$ cat src/rtl/alu_seq.sv
// Registered, handshaked ALU with carry-chained ADC/SBB, CMP and an iterative shift-add multiply.
// Holds the flags register; one operation is in flight at a time.
module alu_seq #(
    parameter int WIDTH = 8,
    parameter int CNT_W = 4
) (
    input  logic             clk,
    input  logic             rst_n,
    input  logic             in_valid,
    output logic             in_ready,
    input  logic [2:0]       op,
    input  logic [WIDTH-1:0] alu_in_one,
    input  logic [WIDTH-1:0] alu_in_two,
    output logic             out_valid,
    input  logic             out_ready,
    output logic [WIDTH-1:0] alu_result,
    output logic [3:0]       alu_flags
);
    localparam logic [2:0] OP_SHL = 3'b000;
    localparam logic [2:0] OP_SHR = 3'b001;
    localparam logic [2:0] OP_ADD = 3'b010;
    localparam logic [2:0] OP_ADC = 3'b100;
    localparam logic [2:0] OP_SBB = 3'b101;
    localparam logic [2:0] OP_MUL = 3'b110;
    localparam logic [2:0] OP_CMP = 3'b111;

    typedef enum logic [1:0] {
        S_IDLE = 2'd0,
        S_MUL  = 2'd1,
        S_DONE = 2'd2
    } state_t;

    state_t             state;
    logic [CNT_W-1:0]   count;
    logic [2*WIDTH-1:0] acc;
    logic [WIDTH-1:0]   mcand;
    logic               accept;

    assign in_ready  = (state == S_IDLE) | ((state == S_DONE) & out_ready);
    assign out_valid = (state == S_DONE);
    assign accept    = in_valid & in_ready;

    // Single-cycle datapath, evaluated on the live inputs so it is captured at the accept edge.
    logic [WIDTH:0]   sum;
    logic [WIDTH:0]   cin_ext;
    logic [WIDTH-1:0] res;
    logic             c_f;
    logic             v_f;
    logic [3:0]       flags_next;

    always_comb begin
        sum     = '0;
        cin_ext = '0;
        res     = '0;
        c_f     = 1'b0;
        v_f     = 1'b0;
        case (op)
            OP_SHL: begin
                res = {alu_in_one[WIDTH-2:0], 1'b0};
                c_f = alu_in_one[WIDTH-1];
            end
            OP_SHR: begin
                res = {1'b0, alu_in_one[WIDTH-1:1]};
                c_f = alu_in_one[0];
            end
            OP_ADD, OP_ADC: begin
                cin_ext = {{WIDTH{1'b0}}, (op == OP_ADC) ? alu_flags[3] : 1'b0};
                sum     = {1'b0, alu_in_one} + {1'b0, alu_in_two} + cin_ext;
                res     = sum[WIDTH-1:0];
                c_f     = sum[WIDTH];
                v_f     = (alu_in_one[WIDTH-1] == alu_in_two[WIDTH-1]) &
                          (res[WIDTH-1] != alu_in_one[WIDTH-1]);
            end
            default: begin
                // SUB, SBB and CMP; MUL goes through the iterative path instead.
                cin_ext = {{WIDTH{1'b0}}, (op == OP_SBB) ? alu_flags[3] : 1'b1};
                sum     = {1'b0, alu_in_one} + {1'b0, ~alu_in_two} + cin_ext;
                res     = sum[WIDTH-1:0];
                c_f     = sum[WIDTH];
                v_f     = (alu_in_one[WIDTH-1] != alu_in_two[WIDTH-1]) &
                          (res[WIDTH-1] != alu_in_one[WIDTH-1]);
            end
        endcase
        flags_next = {c_f, v_f, res[WIDTH-1], (res == '0)};
    end

    // One shift-add step: add multiplicand into the upper half when the current LSB is set.
    logic [WIDTH:0]     mul_sum;
    logic [2*WIDTH-1:0] acc_next;
    logic               mul_hi;

    always_comb begin
        mul_sum  = {1'b0, acc[2*WIDTH-1:WIDTH]} + {1'b0, (acc[0] ? mcand : {WIDTH{1'b0}})};
        acc_next = {mul_sum, acc[WIDTH-1:1]};
        mul_hi   = |acc_next[2*WIDTH-1:WIDTH];
    end

    always_ff @(posedge clk) begin
        if (!rst_n) begin
            state      <= S_IDLE;
            alu_result <= '0;
            alu_flags  <= '0;
            count      <= '0;
            acc        <= '0;
            mcand      <= '0;
        end else begin
            case (state)
                S_IDLE, S_DONE: begin
                    if (accept) begin
                        if (op == OP_MUL) begin
                            state <= S_MUL;
                            count <= '0;
                            acc   <= {{WIDTH{1'b0}}, alu_in_two};
                            mcand <= alu_in_one;
                        end else begin
                            state     <= S_DONE;
                            alu_flags <= flags_next;
                            if (op != OP_CMP) alu_result <= res;
                        end
                    end else if (state == S_DONE && out_ready) begin
                        state <= S_IDLE;
                    end
                end
                S_MUL: begin
                    acc   <= acc_next;
                    count <= count + CNT_W'(1);
                    if (count == CNT_W'(WIDTH - 1)) begin
                        state      <= S_DONE;
                        count      <= '0;
                        alu_result <= acc_next[WIDTH-1:0];
                        alu_flags  <= {mul_hi, mul_hi, acc_next[WIDTH-1], (acc_next[WIDTH-1:0] == '0)};
                    end
                end
                default: state <= S_IDLE;
            endcase
        end
    end
endmodule

$ cat config.mk
export PLATFORM = sky130hd
export DESIGN_NAME = alu_seq
export DESIGN_NICKNAME = d
export VERILOG_FILES = /design/src/rtl/alu_seq.sv
export SDC_FILE = /design/constraint.sdc
export NUM_CORES = 1
export LEC_CHECK = 0
export CAP_MARGIN = 10
export CORE_UTILIZATION = 35
export CTS_CLUSTER_SIZE = 24
export DETAILED_ROUTE_END_ITERATION = 6
export PLACE_DENSITY = 0.52
export SYNTH_ARGS = -nofsm -noshare
export SYNTH_HDL_FRONTEND = slang
export SYNTH_SLANG_ARGS = --single-unit
$ cat constraint.sdc
create_clock -name clk -period 6.4 [get_ports clk]
set_clock_uncertainty 0.1 [all_clocks]
set_input_delay 1.28 -clock clk [delete_from_list [all_inputs] [get_ports clk]]
set_output_delay 1.28 -clock clk [all_outputs]
set_load 0.03 [all_outputs]
# After elaboration in Yosys (flattened, before gate mapping)
# Index checks and enable logic that the tools add are counted.
[classes]
add_sub_neg = 6
n_mul = 0
div_mod_pow = 0
magnitude_cmp = 0
n_eq_ne = 19
shift = 0
muxes = 27
bitwise = 6
reduce_logical = 15
[op_table]
columns = ["operator", "count"]
rows = [
  ["two-way mux 8 bit", 5],
  ["two-way mux 16 bit", 2],
  ["case mux 16 bit (2 select lines)", 1],
  ["adder 8 x 8 -> 9 bit", 3],
  ["two-way mux 4 bit", 6],
  ["case mux 8 bit (3 select lines)", 1],
  ["adder 9 x 1 -> 9 bit", 2],
  ["zero test 8 bit", 2],
  ["case mux 4 bit (2 select lines)", 2],
  ["case mux 8 bit (2 select lines)", 1],
  ["!= test 2 bit (second input constant)", 5],
  ["equality test 3 bit (second input constant)", 3],
  ["two-way mux 2 bit", 4],
  ["NOT 8 bit", 1],
  ["OR reduction 8 bit", 1],
  ["!= test 3 bit (second input constant)", 2],
  ["AND reduction 3 bit", 2],
  ["OR reduction 2 bit", 3],
  ["AND reduction 5 bit", 1],
  ["adder 4 x 1 -> 4 bit (second input constant)", 1],
  ["AND 1 bit", 4],
  ["equality test 4 x 3 -> 1 bit (second input constant)", 1],
  ["case mux 2 bit (2 select lines)", 1],
  ["AND reduction 4 bit", 1],
  ["other kinds (15)", 18],
]
[totals]
ff_bits = 42
latch_bits = 0
mem_bits_rw = 0
romBits = 0
in_bits = 23
output_inout_bits = 14
word_cells = 79
mem_count = 0

# Depth between registers and ports, before layout
# Gate-level depths: netlist (run 1).
[logic_depth]
word_depth = 9
mapped_depth = 13
ltp_nobuf = 11

# Worst setup path after synthesis (run 1)
# OpenSTA, ideal clock, no wires.
[synth_timing]
path_kind = "input to register"
from = "in op[0]"
to = "reg alu_flags[0]"
arrival_ns = 3.870
setup_slack_ns = 2.346
cell_stages = 12
path_buffers = 2
cell_sequence = "buf_2 buf_2 nor4bb_1 fa_1 inv_1 fa_1 a31o_1 a31o_1 a221o_1 a22oi_2 nand3_1 o31ai_2"
[synth_via]
elab_chain_len = 8
[synth_rtl]
columns = ["element", "line", "source"]
rows = [
  ["start: declaration", "11", "input logic [2:0] op,"],
  ["equality test 3 bit (on tied branches)", "--", ""],
  ["two-way mux 1 bit (on tied branches)", "76, 67", ""],
  ["adder 9 x 1 -> 9 bit (on tied branches)", "77, 68", ""],
  ["case mux 8 bit (3 select lines)", "57", "case (op)"],
  ["zero test 8 bit", "84", "flags_next = {c_f, v_f, res[WIDTH-1], (res == '0)};"],
  ["two-way mux 4 bit", "110", "if (op == OP_MUL) begin"],
  ["two-way mux 4 bit", "109", "if (accept) begin"],
  ["case mux 4 bit (2 select lines)", "107", "case (state)"],
  ["end signal: assignment", "117", "alu_flags <= flags_next;"],
  ["end signal: assignment", "131", "alu_flags <= {mul_hi, mul_hi, acc_next[WIDTH-1], (acc_next[WIDTH-1:0] == '0)};"],
  ["end: declaration", "17", "output logic [3:0] alu_flags"],
]
# Several ways; a longest one is shown, not always the timed one. The select of a mux whose other input is x is not followed.
# A chain may end at the register's enable or synchronous reset.

# Worst setup path in the final report (run 1)
# Ends and elaborated chain as after synthesis.

==> impl_metrics.json, run 1 <==
{
  "status": "finished, final reports clean",
  "die_x_um": 97.6,
  "hold_ws_ns": 0.356,
  "critPathTopFamily": "compound AO/OA/AOI/OAI gates",
  "power.density_nw_per_um2": 176,
  "path_class": "primary input to flip-flop",
  "grt_pass1_vias": 2855,
  "synth_area_per_cell_um2": 7.87,
  "dp_hpwl_um": 6680,
  "tns_ns": 0,
  "slowest_delay_ns": 0.97,
  "drtIter0Drc": 176,
  "synthTopCellsByArea": "dfxtp_1 (26%), ha_1 (9.0%), nand2_1 (6.3%), a21oi_1 (3.4%), o21ai_0 (3.4%)",
  "synthFlopType": "dfxtp_1",
  "synth_warnings": 0,
  "ios": 37,
  "overflow": 0,
  "drv_slew": 0,
  "setup_viol": 0,
  "vias": 2979,
  "firstDrtPassIters": 4,
  "synth_top_area_share": 0.263,
  "dp_slack_ns": 1.44,
  "ir_worst_vdd_mv": 0.0915,
  "grt.total_usage": 0.190,
  "cts-root-buf": "clkbuf_8",
  "drive_above_1_share": 0.0490,
  "rsz0062_at_grt": "false",
  "hold_violations": 0,
  "critical_path_arrival_ns": 4.81,
  "synth-edff-count": 0,
  "synth_nets": 457,
  "clk_latency_ns": 0.29,
  "grt_max_degree": 44,
  "worst_slew_pin_slew_ns": 1.07,
  "cts_inserted_buffers": 5,
  "final_util": 0.422,
  "ant_nets": 0,
  "avgRoutedWirePerCell_um": 16.6,
  "critPathLaunchType": "primary input",
  "gp_congestion": 0.882,
  "ys_ff_latch": 42,
  "synth_seq_area_share": 0.263,
  "synthArstFlopShare": 0,
  "layout_common_cells": "nand2_1 (54), dfxtp_1 (42), clkdlybuf4s50_1 (36)",
  "final_nets": 479,
  "crit_slowest_cell": "clkdlybuf4s50_1",
  "drv_cap": 0,
  "path_clk_slew_ns": 0.08,
  "cp_num_buf_inv": 1,
  "tritoncts": "built",
  "cts_resized": 0,
  "slew_headroom": 0.283,
  "leakage_uw": 0.00146,
  "cts_num_sinks": 42,
  "critPathRequiredTime_ns": 6.51,
  "crit_top_cell": "fa_1",
  "synth.cell_area_um2": 3200,
  "postCtsSetupBuffers": 0,
  "area_growth_pct": 15.8,
  "crit_chain": "clkdlybuf4s50_1 -> nor2_1 -> and3_1 -> fa_1 -> fa_1 -> nor3b_1 -> a211oi_1 -> o31a_1 -> o221ai_1 -> a22oi_2 -> nand3_1 -> o31ai_2",
  "die_y_um": 97.6,
  "syn_inst": 406,
  "wl_um": 8900,
  "initial_core_util": 0.365,
  "dieArea_um2": 9520,
  "synth.largest_area_cell": "dfxtp_1",
  "coreArea_um2": 8760,
  "antenna_found_initial": 0,
  "grt_pass1_wl_um": 14700,
  "drc": 0,
  "port_buffers": 36,
  "avgViaCountPerCell": 5.55,
  "rows": 34,
  "hold_buffers": 0,
  "max_freq_mhz": 213,
  "clockBufferDepth": 2,
  "cp_max_fo": 20,
  "setup_ws_ns": 1.70,
  "hold_path.class": "flip-flop to flip-flop",
  "final_common_cell": "nand2_1",
  "ys_types": 60,
  "fin_crit_ns": 4.70,
  "cp-end-kind": "flip-flop",
  "period_share": 0.734,
  "insertedDiodeCount": 0,
  "htree_levels": 2
}
-- through the flow --
step	instance area, um^2	std cells	power [uW]
5_1_grt	3700	537	687
6_report	3700	537	652
4_1_cts	3700	537	657
2_1_floorplan	3200	406	409
3_5_place_dp	3610	529	476
3_3_place_gp	3610	529	476
-- cell families (layout without fill, tap and decap cells) --
| group | Yosys count | in the layout | synth area share |
|---|---|---|---|
| xor gates and xnor gates | 9 | 9 | 0.0247 |
| adders and majority gates | 28 | 28 | 0.121 |
| muxes | 9 | 9 | 0.0333 |
| buffers and inverters | 40 | 63 | 0.0517 |
| and+or+nand+nor | 154 | 154 | 0.236 |
| DFF | 42 | 42 | 0.263 |
| AOI/OAI and AO/OA | 124 | 124 | 0.270 |
-- cell usage after synthesis, types with 3 or more instances --
library cell  instances
buf_2                 6
nor2b_1              10
and2_1               15
nand3_1              15
ha_1                 23
o21a_1                5
nor3_1                3
xnor2_1               7
fa_1                  5
mux2i_1               5
o31a_1                3
clkbuf_1             15
a211o_1               3
a21boi_1              6
nor2_1               29
a221oi_1              4
a21o_1                4
o211ai_1              3
nor3b_1               3
inv_1                15
mux2_2                3
a211oi_1              5
a21boi_0             11
a21oi_1              22
nand2_1              54
o21ai_0              22
nand2b_1              6
and3_1                4
dfxtp_1              42
nor4_1                3
or2_2                 3
a31oi_1              10
o22ai_1               3
-- worst paths after layout --
| check | from | endpoint | slack (ns) | cells after the start |
|---|---|---|---|---|
| max | op[0] | alu_flags[0]$_SDFFE_PN0P_ | 1.70 | 12 |
| min | mcand[6]$_SDFFE_PN0P_ | mcand[6]$_SDFFE_PN0P_ | 0.36 | 2 |
| max reg2reg | acc[0]$_SDFFE_PN0P_ | alu_flags[2]$_SDFFE_PN0P_ | 3.23 | 10 |
| min reg2reg | mcand[6]$_SDFFE_PN0P_ | mcand[6]$_SDFFE_PN0P_ | 0.36 | 2 |
-- state kept, by name, summed over array words and instances, names as in the netlist --
| signal | cells |
|---|---|
| acc | 16 |
| alu_flags | 4 |
| alu_result | 8 |
| count | 4 |
| mcand | 8 |
| state | 2 |
-- report_power, final --
| part | internal [uW] | switching [uW] |
|---|---|---|
| clock | 87.2 | 93.5 |
| combinational | 80.7 | 110 |
| sequential | 272 | 8.08 |
| total | 440 | 212 |
-- worst register-to-register path, delay by kind of cell (launching register included) --
family / cells / cell delay [ns]
compound gates: 4 / 1.22
simple gates: 4 / 0.68
fa+ha+maj: 2 / 0.64
flops: 1 / 0.39
-- metal layers --
layer / vias up / GRT usage / share of wire
met2: 73 / 0.311 / 0.48
li1: 1507 / - / -
met5: - / 0 / 0
met1: 1385 / 0.259 / 0.47
met3: 14 / 0.0317 / 0.035
met4: 0 / 0.0475 / 0.017
-- final cells by class --
type	instances	area (um^2)
sequential	42	841
inverter	16	60.1
timing repair buffer	39	383
fill	928	5060
multi-input combinational	324	2190
clock buffer	7	86.3
clock inverter	1	5.00
tap	108	135
Power figures use the tool's default switching activity.
==> run 2: changes to the inputs <==
clock period = 4.52 ns   (was 6.4 ns; I/O delays follow)
==> run 2 against run 1 <==
Against the previous run: via count down 0.60%; wire length about the same; count of clock-buffer cells in the layout fell by 1; critical path type unchanged; sequential cell count unchanged.
==> impl_metrics.json, run 2 (synthesis gave the netlist of run 1 again) <==
{
  "status": "finished, final reports clean",
  "die_y_um": 97.6,
  "avgViaCountPerCell": 5.46,
  "slowest_delay_ns": 0.42,
  "rsz0062_at_grt": "false",
  "grt_max_degree": 49,
  "ir_worst_vdd_mv": 0.139,
  "hold_violations": 0,
  "grt_pass1_vias": 2841,
  "cts_inserted_buffers": 5,
  "hold_ws_ns": 0.354,
  "drv_slew": 0,
  "layout_common_cells": "nand2_1 (54), dfxtp_1 (42), clkdlybuf4s50_1 (36)",
  "area_growth_pct": 18.6,
  "tritoncts": "built",
  "wl_um": 8910,
  "cp_num_buf_inv": 3,
  "critPathLaunchType": "primary input",
  "tns_ns": 0,
  "dp_slack_ns": 0.411,
  "ios": 37,
  "ant_nets": 0,
  "path_clk_slew_ns": 0.09,
  "cts_num_sinks": 42,
  "dpl.cell_count": 534,
  "avgRoutedWirePerCell_um": 16.4,
  "postCtsSetupBuffers": 0,
  "final_common_cell": "nand2_1",
  "drc": 0,
  "slew_headroom": 0.386,
  "top_register": "acc",
  "overflow": 0,
  "cts-root-buf": "clkbuf_8",
  "leakage_uw": 0.00150,
  "die_x_um": 97.6,
  "firstDrtPassIters": 4,
  "crit_chain": "clkdlybuf4s50_1 -> buf_4 -> nor4bb_1 -> fa_1 -> inv_1 -> fa_1 -> a31o_1 -> a31o_1 -> a221o_1 -> a22oi_2 -> nand3_1 -> o31ai_2",
  "drtIter0Drc": 136,
  "fin_crit_ns": 3.83,
  "largest_register_ffs": 16,
  "max_freq_mhz": 261,
  "power.total_uw": 1050,
  "final_nets": 484,
  "dieArea_um2": 9520,
  "crit_slowest_cell": "clkdlybuf4s50_1",
  "grt_pass1_wl_um": 14500,
  "drive_above_1_share": 0.0622,
  "r2r_slack_ns": 1.34,
  "period_share": 0.848,
  "critPathTopFamily": "compound AO/OA/AOI/OAI gates",
  "setup_ws_ns": 0.688,
  "filler_cell_count": 922,
  "critPathRequiredTime_ns": 4.64,
  "dp_hpwl_um": 6730,
  "coreArea_um2": 8760,
  "rows": 34,
  "clockBufferDepth": 2,
  "cp-end-kind": "flip-flop",
  "initial_core_util": 0.365,
  "antenna_found_initial": 0,
  "final-instance-count-excl-fill": 542,
  "port_buffers": 36,
  "drv_cap": 0,
  "power.density_nw_per_um2": 276,
  "htree_levels": 2,
  "setup_viol": 0,
  "critical_path_arrival_ns": 3.95,
  "clk_latency_ns": 0.30,
  "grt.total_usage": 0.191,
  "gp_congestion": 0.871,
  "cts_resized": 0,
  "cp_max_fo": 15,
  "reg.largest.list": "acc: 16 flops, alu_result: 8 flops, mcand: 8 flops",
  "vias": 2961,
  "hold_buffers": 0,
  "insertedDiodeCount": 0,
  "worst_slew_pin_slew_ns": 0.918,
  "hold_path.class": "flip-flop to flip-flop",
  "path_class": "primary input to flip-flop"
}
[run 2: layout make-up]
cell class | count | area, um^2 | share of cell area
clock buffer | 6 | 82.6 | 0.0218
clock inverter | 2 | 60.1 | 0.0158
inverter | 16 | 60.1 | 0.0158
multi-input combinational | 324 | 2190 | 0.578
sequential | 42 | 841 | 0.222
tap | 108 | 135 | 0.0357
timing repair buffer | 44 | 420 | 0.111
[run 2: tightest hold or removal path: stages, from the launching register on]
cell	delay, ns
dfxtp_1	0.31
nand2_1	0.05
a21boi_1	0.05
[run 2: through the flow]
| step | util | area, um^2 |
|---|---|---|
| floorplan | - | 3200 |
| global placement | 0.416 | 3650 |
| detailed placement | 0.416 | 3650 |
| CTS | 0.432 | 3790 |
| global route | 0.432 | 3790 |
| finish | 0.432 | 3790 |
[run 2: layer usage]
| layer | wire, um | GRT usage | vias to the layer above |
|---|---|---|---|
| li1 | - | - | 1506 |
| met1 | 4340 | 0.256 | 1374 |
| met2 | 4050 | 0.314 | 61 |
| met3 | 308 | 0.0295 | 20 |
| met4 | 214 | 0.0600 | 0 |
| met5 | 0 | 0 | - |
[run 2: final timing paths]
| path | start | cells after the start | end |
|---|---|---|---|
| worst max-delay path | op[1] | 12 | alu_flags[0]$_SDFFE_PN0P_ |
| worst min-delay path | mcand[4]$_SDFFE_PN0P_ | 2 | mcand[4]$_SDFFE_PN0P_ |
| worst min register to register | mcand[4]$_SDFFE_PN0P_ | 2 | mcand[4]$_SDFFE_PN0P_ |
| worst max register to register | acc[0]$_SDFFE_PN0P_ | 10 | alu_flags[2]$_SDFFE_PN0P_ |
[run 2: power by group]
part | internal [uW] | switching (uW)
clock network | 236 | 143
registers | 386 | 11.7
logic | 117 | 155
==> run 3: changes to the inputs <==
PLACE_DENSITY = 0.54   (was 0.52)
clock period = 3.24 ns   (was 4.52 ns; I/O delays follow)
==> run 3 against run 2 <==
Against the previous run: global-route usage increased by 0.85 points; non-clock buffer count increased by 42; final cell count increased by 7.7%; clock power increased by 8.7%.
==> impl_metrics.json, run 3 (synthesis gave the netlist of run 1 again) <==
{
  "tritoncts": "built",
  "hold_ws_ns": 0.360,
  "area_growth_pct": 28.7,
  "cts_num_sinks": 42,
  "dieArea_um2": 9520,
  "grt_pass1_vias": 3077,
  "vias": 3119,
  "drv_cap": 0,
  "initial_core_util": 0.365,
  "reg.largest.list": "acc: 16 flops, alu_result: 8 flops, mcand: 8 flops",
  "hold_violations": 0,
  "overflow": 0,
  "ir_worst_vdd_mv": 0.161,
  "grt.total_usage": 0.199,
  "wl_um": 9160,
  "avgRoutedWirePerCell_um": 15.7,
  "antenna_found_initial": 0,
  "critPathRequiredTime_ns": 3.35,
  "die_x_um": 97.6,
  "clkPwrFrac": 0.291,
  "seq_power_share": 0.392,
  "die_y_um": 97.6,
  "avgViaCountPerCell": 5.34,
  "final_common_cell": "nand2_1",
  "cts_inserted_buffers": 5,
  "ios": 37,
  "drive_above_1_share": 0.166,
  "largest_register_ffs": 16,
  "cts-root-buf": "clkbuf_8",
  "max_freq_mhz": 326,
  "htree_levels": 2,
  "critical_path_arrival_ns": 3.18,
  "fin_crit_ns": 3.07,
  "top_register": "acc",
  "drc": 0,
  "p_switching_uw": 435,
  "gp_congestion": 0.892,
  "drv_slew": 0,
  "clk_latency_ns": 0.30,
  "cp-end-kind": "flip-flop",
  "coreArea_um2": 8760,
  "p_comb_frac": 0.317,
  "power.total_uw": 1420,
  "worst_slew_pin_slew_ns": 0.810,
  "critPathLaunchType": "primary input",
  "swShare": 0.307,
  "layout_common_cells": "nand2_1 (54), buf_4 (50), dfxtp_1 (42)",
  "hold_path.class": "flip-flop to flip-flop",
  "rsz0062_at_grt": "true",
  "insertedDiodeCount": 0,
  "slew_headroom": 0.459,
  "leakage_uw": 0.00171,
  "cp_max_fo": 3,
  "port_buffers": 36,
  "firstDrtPassIters": 4,
  "grt_pass1_wl_um": 15300,
  "path_class": "primary input to flip-flop",
  "intPower_uw": 981,
  "drtIter0Drc": 135,
  "status": "finished, final reports clean",
  "hold_buffers": 0,
  "power.density_nw_per_um2": 344,
  "ant_nets": 0,
  "final_nets": 526,
  "path_clk_slew_ns": 0.08,
  "setup_viol": 0,
  "clockBufferDepth": 2,
  "rows": 34,
  "grt_max_degree": 46,
  "dp_hpwl_um": 7140,
  "period_share": 0.947
}
[run 3: changes by cell type in the layout (fill, tap and decap cells not counted), moves of 2 or more]
| cell | before | now |
|---|---|---|
| buf_4 | 8 | 50 |
| clkdlybuf4s50_1 | 36 | 32 |
| clkinv_2 | 0 | 2 |
| dlygate4sd2_1 | 0 | 2 |
| fa_1 | 5 | 2 |
| fa_2 | 0 | 3 |
[run 3: area by class of cell]
type	instances	area (um^2)
clock buffer	5	68.8
clock inverter	3	40.0
fill	899	4650
inverter	16	60.1
multi-input combinational	324	2240
sequential	42	841
tap	108	135
timing repair buffer	86	731
[run 3: through the flow]
stage	cells	area, um^2	setup TNS, ns	setup slack, ns	utilization
after floorplan	406	3230	0	0.00379	-
after global placement	570	3940	-2.29	-0.402	0.450
after detailed placement	570	3940	-2.68	-0.530	0.450
after CTS	582	4090	0	0.0332	0.466
after global routing	584	4120	-0.00746	-0.00746	0.470
final	584	4120	0	0.172	0.470
[run 3: path summary, 6_finish.rpt]
| kind | start | endpoint | slack [ns] | cells after the start |
|---|---|---|---|---|
| worst min register to register | alu_result[3]$_SDFFE_PN0P_ | alu_result[3]$_SDFFE_PN0P_ | 0.36 | 2 |
| worst max register to register | acc[0]$_SDFFE_PN0P_ | alu_flags[2]$_SDFFE_PN0P_ | 0.38 | 11 |
| worst max-delay path | op[2] | alu_flags[0]$_SDFFE_PN0P_ | 0.17 | 11 |
| worst min-delay path | alu_result[3]$_SDFFE_PN0P_ | alu_result[3]$_SDFFE_PN0P_ | 0.36 | 2 |
[run 3: metal layers]
layer / global-route usage / vias up / share of wire
met4: 0.0543 / 0 / 0.018
met1: 0.260 / 1452 / 0.47
li1: - / 1597 / -
met5: 0 / - / 0
met2: 0.341 / 61 / 0.48
met3: 0.0302 / 9 / 0.039
[run 3: critical path, cell delays in order]
cell           delay (ns)
dlygate4sd2_1        0.24
nor4bb_4             0.32
fa_2                 0.25
inv_1                0.05
fa_1                 0.37
a31o_1               0.22
a31o_1               0.22
a221o_1              0.33
a22oi_2              0.23
nand3_2              0.11
o31ai_2              0.19
[run 3: power by group through the flow]
stage                     clock network [uW]  registers [uW]  logic (uW)
final                                    412             555         449
after global routing                     446             559         490
after CTS                                422             555         441
after detailed placement                   0             567         432
after global placement                     0             568         430
after floorplan                            0             589         226
[run 3: repair_timing]
item,4_1_cts,5_1_grt
resized for setup,6,6
setup buffers,4,2
pin swaps,10,5
endpoints found under the setup margin,4,4
gates cloned,0,0
